==> config.mk <==
export PLATFORM = sky130hd
export DESIGN_NAME = conv_ctrl_16_8
export DESIGN_NICKNAME = d
export VERILOG_FILES = /design/src/rtl/conv_ctrl_pkg.sv /design/src/rtl/conv_ctrl_cnt.sv /design/src/rtl/conv_ctrl_16_8.sv
export SDC_FILE = /design/constraint.sdc
export NUM_CORES = 1
export LEC_CHECK = 0
export CAP_MARGIN = 20
export CORE_ASPECT_RATIO = 2
export CORE_MARGIN = 10
export CORE_UTILIZATION = 45
export DETAILED_ROUTE_END_ITERATION = 8
export PLACE_DENSITY = 0.73
export SYNTH_ARGS = -nofsm -noshare
export SYNTH_HDL_FRONTEND = slang
export SYNTH_HIERARCHICAL = 1
export SYNTH_SLANG_ARGS = --single-unit
==> constraint.sdc <==
create_clock -name clk -period 1.7 [get_ports clk]
set_input_delay 0.51 -clock clk [delete_from_list [all_inputs] [get_ports clk]]
set_output_delay 0.51 -clock clk [all_outputs]
set_load 0.01 [all_outputs]
==> src/rtl/conv_ctrl_pkg.sv <==
// Shared types and default geometry for the convolution controller.
package conv_ctrl_pkg;

   localparam int N_DEF = 16;
   localparam int M_DEF = 8;

   typedef enum logic [2:0] {
      LOAD_F,
      LOAD_X,
      COMPUTE,
      FLUSH,
      OUTPUT
   } state_t;

endpackage

==> src/rtl/conv_ctrl_cnt.sv <==
// Saturating up-counter with clear and terminal-count flag.
// Clear has priority over enable. The counter stops at MAX and never wraps.
module conv_ctrl_cnt #(
   parameter int W   = 4,
   parameter int MAX = 15
) (
   input  logic         clk,
   input  logic         reset,
   input  logic         en,
   input  logic         clr,
   output logic [W-1:0] cnt,
   output logic         tc
);

   localparam logic [W-1:0] MAX_V = W'(MAX);

   always_ff @(posedge clk or posedge reset) begin
      if (reset)
         cnt <= '0;
      else if (clr)
         cnt <= '0;
      else if (en && !tc)
         cnt <= cnt + W'(1);
   end

   assign tc = (cnt == MAX_V);

endmodule

==> src/rtl/conv_ctrl_16_8.sv <==
// Sequencer for an M-tap convolution over an N-sample vector: loads taps and
// samples, sweeps the read addresses, and hands each result downstream.
// Define CONV_CTRL_FILTER_REUSE_EN to keep the taps between vectors.
//
// state   | meaning
// LOAD_F  | accept M taps into filter memory
// LOAD_X  | accept N samples into input memory
// COMPUTE | issue M reads for output k, one term j per cycle
// FLUSH   | last product lands in the accumulator
// OUTPUT  | result valid, wait for downstream handshake
module conv_ctrl_16_8
   import conv_ctrl_pkg::*;
#(
   parameter int N = N_DEF,
   parameter int M = M_DEF
) (
   input  logic                 clk,
   input  logic                 reset,
   input  logic                 x_valid,
   output logic                 x_ready,
   output logic                 y_valid,
   input  logic                 y_ready,
   output logic                 f_wr_en,
   output logic [$clog2(M)-1:0] f_wr_addr,
   output logic                 x_wr_en,
   output logic [$clog2(N)-1:0] x_wr_addr,
   output logic [$clog2(M)-1:0] f_rd_addr,
   output logic [$clog2(N)-1:0] x_rd_addr,
   output logic                 acc_en,
   output logic                 acc_clr
);

   localparam int FA = $clog2(M);
   localparam int XA = $clog2(N);

`ifdef CONV_CTRL_FILTER_REUSE_EN
   localparam state_t DONE_NXT = LOAD_X;
`else
   localparam state_t DONE_NXT = LOAD_F;
`endif

   state_t state, state_nxt;

   logic [FA-1:0] tap, j;
   logic [XA-1:0] smp, k;
   logic tap_tc, smp_tc, j_tc, k_tc;
   logic tap_en, tap_clr, smp_en, smp_clr, j_en, j_clr, k_en, k_clr;

   conv_ctrl_cnt #(.W(FA), .MAX(M - 1)) u_tap (
      .clk(clk), .reset(reset), .en(tap_en), .clr(tap_clr), .cnt(tap), .tc(tap_tc)
   );

   conv_ctrl_cnt #(.W(XA), .MAX(N - 1)) u_smp (
      .clk(clk), .reset(reset), .en(smp_en), .clr(smp_clr), .cnt(smp), .tc(smp_tc)
   );

   conv_ctrl_cnt #(.W(FA), .MAX(M - 1)) u_j (
      .clk(clk), .reset(reset), .en(j_en), .clr(j_clr), .cnt(j), .tc(j_tc)
   );

   // k stops at N-M so that k+j never reaches past the last sample
   conv_ctrl_cnt #(.W(XA), .MAX(N - M)) u_k (
      .clk(clk), .reset(reset), .en(k_en), .clr(k_clr), .cnt(k), .tc(k_tc)
   );

   always_ff @(posedge clk or posedge reset) begin
      if (reset)
         state <= LOAD_F;
      else
         state <= state_nxt;
   end

   always_comb begin
      state_nxt = state;
      x_ready   = 1'b0;
      y_valid   = 1'b0;
      f_wr_en   = 1'b0;
      x_wr_en   = 1'b0;
      tap_en    = 1'b0;
      tap_clr   = 1'b0;
      smp_en    = 1'b0;
      smp_clr   = 1'b0;
      j_en      = 1'b0;
      j_clr     = 1'b0;
      k_en      = 1'b0;
      k_clr     = 1'b0;
      case (state)
         LOAD_F: begin
            // reset parks the FSM here, so hold off the handshake until release
            x_ready = !reset;
            f_wr_en = x_valid && !reset;
            tap_en  = x_valid && !reset;
            if (x_valid && !reset && tap_tc) begin
               tap_clr   = 1'b1;
               state_nxt = LOAD_X;
            end
         end
         LOAD_X: begin
            x_ready = 1'b1;
            x_wr_en = x_valid;
            smp_en  = x_valid;
            if (x_valid && smp_tc) begin
               smp_clr   = 1'b1;
               state_nxt = COMPUTE;
            end
         end
         COMPUTE: begin
            j_en = 1'b1;
            if (j_tc) begin
               j_clr     = 1'b1;
               state_nxt = FLUSH;
            end
         end
         FLUSH: begin
            state_nxt = OUTPUT;
         end
         OUTPUT: begin
            y_valid = 1'b1;
            if (y_ready) begin
               if (k_tc) begin
                  k_clr     = 1'b1;
                  state_nxt = DONE_NXT;
               end else begin
                  k_en      = 1'b1;
                  state_nxt = COMPUTE;
               end
            end
         end
         default: state_nxt = LOAD_F;
      endcase
   end

   // accumulate controls trail the read address by the memory latency
   always_ff @(posedge clk or posedge reset) begin
      if (reset) begin
         acc_en  <= 1'b0;
         acc_clr <= 1'b0;
      end else begin
         acc_en  <= (state == COMPUTE);
         acc_clr <= (state == COMPUTE) && (j == '0);
      end
   end

   assign f_wr_addr = tap;
   assign x_wr_addr = smp;
   assign f_rd_addr = j;
   assign x_rd_addr = k + XA'(j);

endmodule

==> reports/results.ini <==
[final_layout]
area_growth_pct=61.6
stdcell_area_um2=2060
fillers=188
fin_cells=222
diodes=0
final_nets=209
drive_above_1_share_pct=52.3
final_core_util_pct=75.1

[drt]
totalWireLength_um=3840
avgRoutedWirePerCell_um=17.3
drt_iter0_drc=12
avgViaCountPerCell=5.31
drc_errors=0
postRouteAntennaNets=0
vias=1178
first_pass_iters=4

[synthesis]
synth_most_common_cell=dfrtp_1
synth_top_cell_by_area=dfrtp_1
avgSynthCellArea_um2=10.4
ys_types=38
synth_largest_type_area_fraction_pct=37.4
ys_seq_elements=19
synthFlopType=dfrtp_1
synth.area.top_cells=dfrtp_1 (37%), ha_1 (9.8%), mux2_4 (4.7%), nand2b_1 (3.9%), inv_1 (3.5%)
synth_edf_count=0
synth_cells=122
synth_fp_nets=137
async_reset_ff_share_pct=100
ys_seq_area_share_pct=37.4
synth_common_cells=dfrtp_1 (19), inv_1 (12), ha_1 (10)
ys_warn_count=6
netlist_area_um2=1270

[clock_tree]
cts_root_buf=clkbuf_8
ctsHtreeMaxLevel=1
clkSinkCount=19
clock_latency_ns=0.25
numCtsBuffers=3
clk_pin_slew_ns=0.07
cts_tree=built
clockBufferDepth=2

[timing]
clock.fmax_ghz=0.479
relSlewSlack_pct=74.9
setup_viol=12
fin_ws_ns=-0.389
period_share_pct=123
drv_slew=0
tightest_slew_ns=0.375
fin_skew_ns=0.00434
rsz0062_at_grt=true
tns_ns=-2.11
period_needed_ns=2.09
finalHoldViolations=0

[power_and_ir_drop]
vdd_drop_max_uv=844
p_leak_nw=1.04
powerDensity_nw_per_um2=1250

[placed_design]
dp.cells=204
dpl_cell_area_um2=1790
place_ws_ns=-0.750
place_congestion=0.765
port_buffers=23
hpwl_um=2530

[die]
die_width_um=57.6
core_um2=2740
pin_count=24
start_util_pct=46.5
dieArea_um2=5480
fp.dieH_um=95.2
rows=27

[global_routing]
grt_max_degree=12
overflow=0
grt_usage_pct=13.7
grt_pass1_wl_um=6030
antenna_found_initial=0
grt_pass1_vias=1301

[status]
violations=setup timing
outcome=finished, violations left

[setup_path]
cp_max_fo=2
r2r_end=u_k/cnt[2]$_DFFE_PP0P_
setup.worst_path.end=x_rd_addr[1]
cp.arrival_ns=1.58
crit_path_start=u_k/cnt[0]$_DFFE_PP0P_
start_kind=flop
timing.rr.start=state[1]$_DFFE_PP0P_
criticalPathCategory=reg -> out
cpPeakStageDelay_ns=0.53
cp_cell_sequence=ha_2 -> inv_2 -> fa_2 -> inv_2 -> buf_6
crit_top_cell=inv_2
endpoint_kind=primary output
crit_slowest_cell=fa_2
r2r_cells=6
cp.required_ns=1.19
rrSetupSlack_ns=-0.24

[job]
cap_violations=0

[hold_path]
hold_class=in -> async

-- state kept, by name (all words and copies together) (netlist names) --
signal	count
acc_en	1
state	3
acc_clr	1
u_k/cnt	4
u_j/cnt	3
u_tap/cnt	3
u_smp/cnt	4
-- worst min path at each step --
| stage | slack, ns | startpoint | cells after the start | to |
|---|---|---|---|---|
| 2_1_floorplan | 0.26 | reset | 1 | u_j/cnt[2]$_DFFE_PP0P_ |
| 3_3_place_gp | 0.54 | state[0]$_DFFE_PP0P_ | 1 | state[0]$_DFFE_PP0P_ |
| 3_5_place_dp | 0.54 | state[0]$_DFFE_PP0P_ | 1 | state[0]$_DFFE_PP0P_ |
| 4_1_cts | 0.42 | reset | 3 | u_tap/cnt[2]$_DFFE_PP0P_ |
| 5_1_grt | 0.43 | reset | 3 | u_tap/cnt[1]$_DFFE_PP0P_ |
| 6_report | 0.42 | reset | 3 | u_tap/cnt[2]$_DFFE_PP0P_ |
-- routing by layer --
metal  up-vias  track usage, %  routed length [um]
li1        569               -                   -
met1       582            12.1                1340
met2        23            28.0                2280
met3         4            3.33                 172
met4         0            4.53                  52
met5         -               0                   0
-- cells in the final DEF (no fill, tap or decap), types with 2 or more instances in the layout --
cell type / count
a21o_1: 2
nor3b_4: 2
nand4_1: 2
xnor2_2: 2
ha_1: 5
mux2_4: 4
nor2_1: 7
nor2b_4: 4
a21oi_2: 2
dfrtp_1: 17
inv_1: 8
inv_2: 3
nand2b_1: 8
buf_6: 13
inv_4: 2
nor3_1: 2
ha_4: 3
and3_4: 2
clkbuf_8: 3
nand4bb_1: 4
buf_4: 34
mux2i_1: 2
dlygate4sd2_1: 7
dfrtp_2: 2
nor2b_1: 5
and2_4: 2
ha_2: 2
nand2_1: 3
nor2_4: 2
clkdlybuf4s50_1: 3
o21ai_1: 4
buf_2: 6
a21oi_1: 3
-- metrics by stage --
stage / power, W / hold WS [ns]
finish: 0.00256 / 0.424
global route: 0.00275 / 0.427
CTS: 0.00254 / 0.421
detailed placement: 0.00212 / 0.538
global placement: 0.00205 / 0.540
floorplan: 0.00141 / 0.264
-- repair_timing --
item	in CTS	in global routing
endpoints found under the setup margin	31	19
gates resized for setup	82	15
buffers inserted	13	6
hold buffers	0	0
pin swaps	15	11
-- report_power, final --
part | internal, W | switching [W]
clock | 0.000163 | 0.000149
combinational | 0.000832 | 0.000684
sequential | 0.000596 | 0.000139
-- cell type report --
cell class                      count  area, um2  area share [%]
Inverter                           13       53.8            2.62
Multi-Input combinational cell     90        880            42.8
Clock buffer                        3       41.3            2.01
Clock inverter                      1       5.00           0.243
Tap cell                           29       36.3            1.77
Sequential cell                    19        478            23.3
Timing Repair Buffer               67        562            27.3
-- kinds of logic after synthesis --
group | count (synthesis) | synth area share (%)
flops | 19 | 37.4
xor+xnor | 3 | 2.07
mux | 6 | 6.29
fa+ha+maj | 11 | 11.4
compound gates | 17 | 8.46
simple gates | 53 | 30.6
buf+inv | 13 | 3.83
-- critical path: cells and delay by family (launching register included) --
| kind | cells | cell delay (ns) |
|---|---|---|
| adders and majority gates | 2 | 0.74 |
| DFF | 1 | 0.39 |
| buffers and inverters | 3 | 0.19 |
Note: power is estimated with default switching activity, not from simulation.
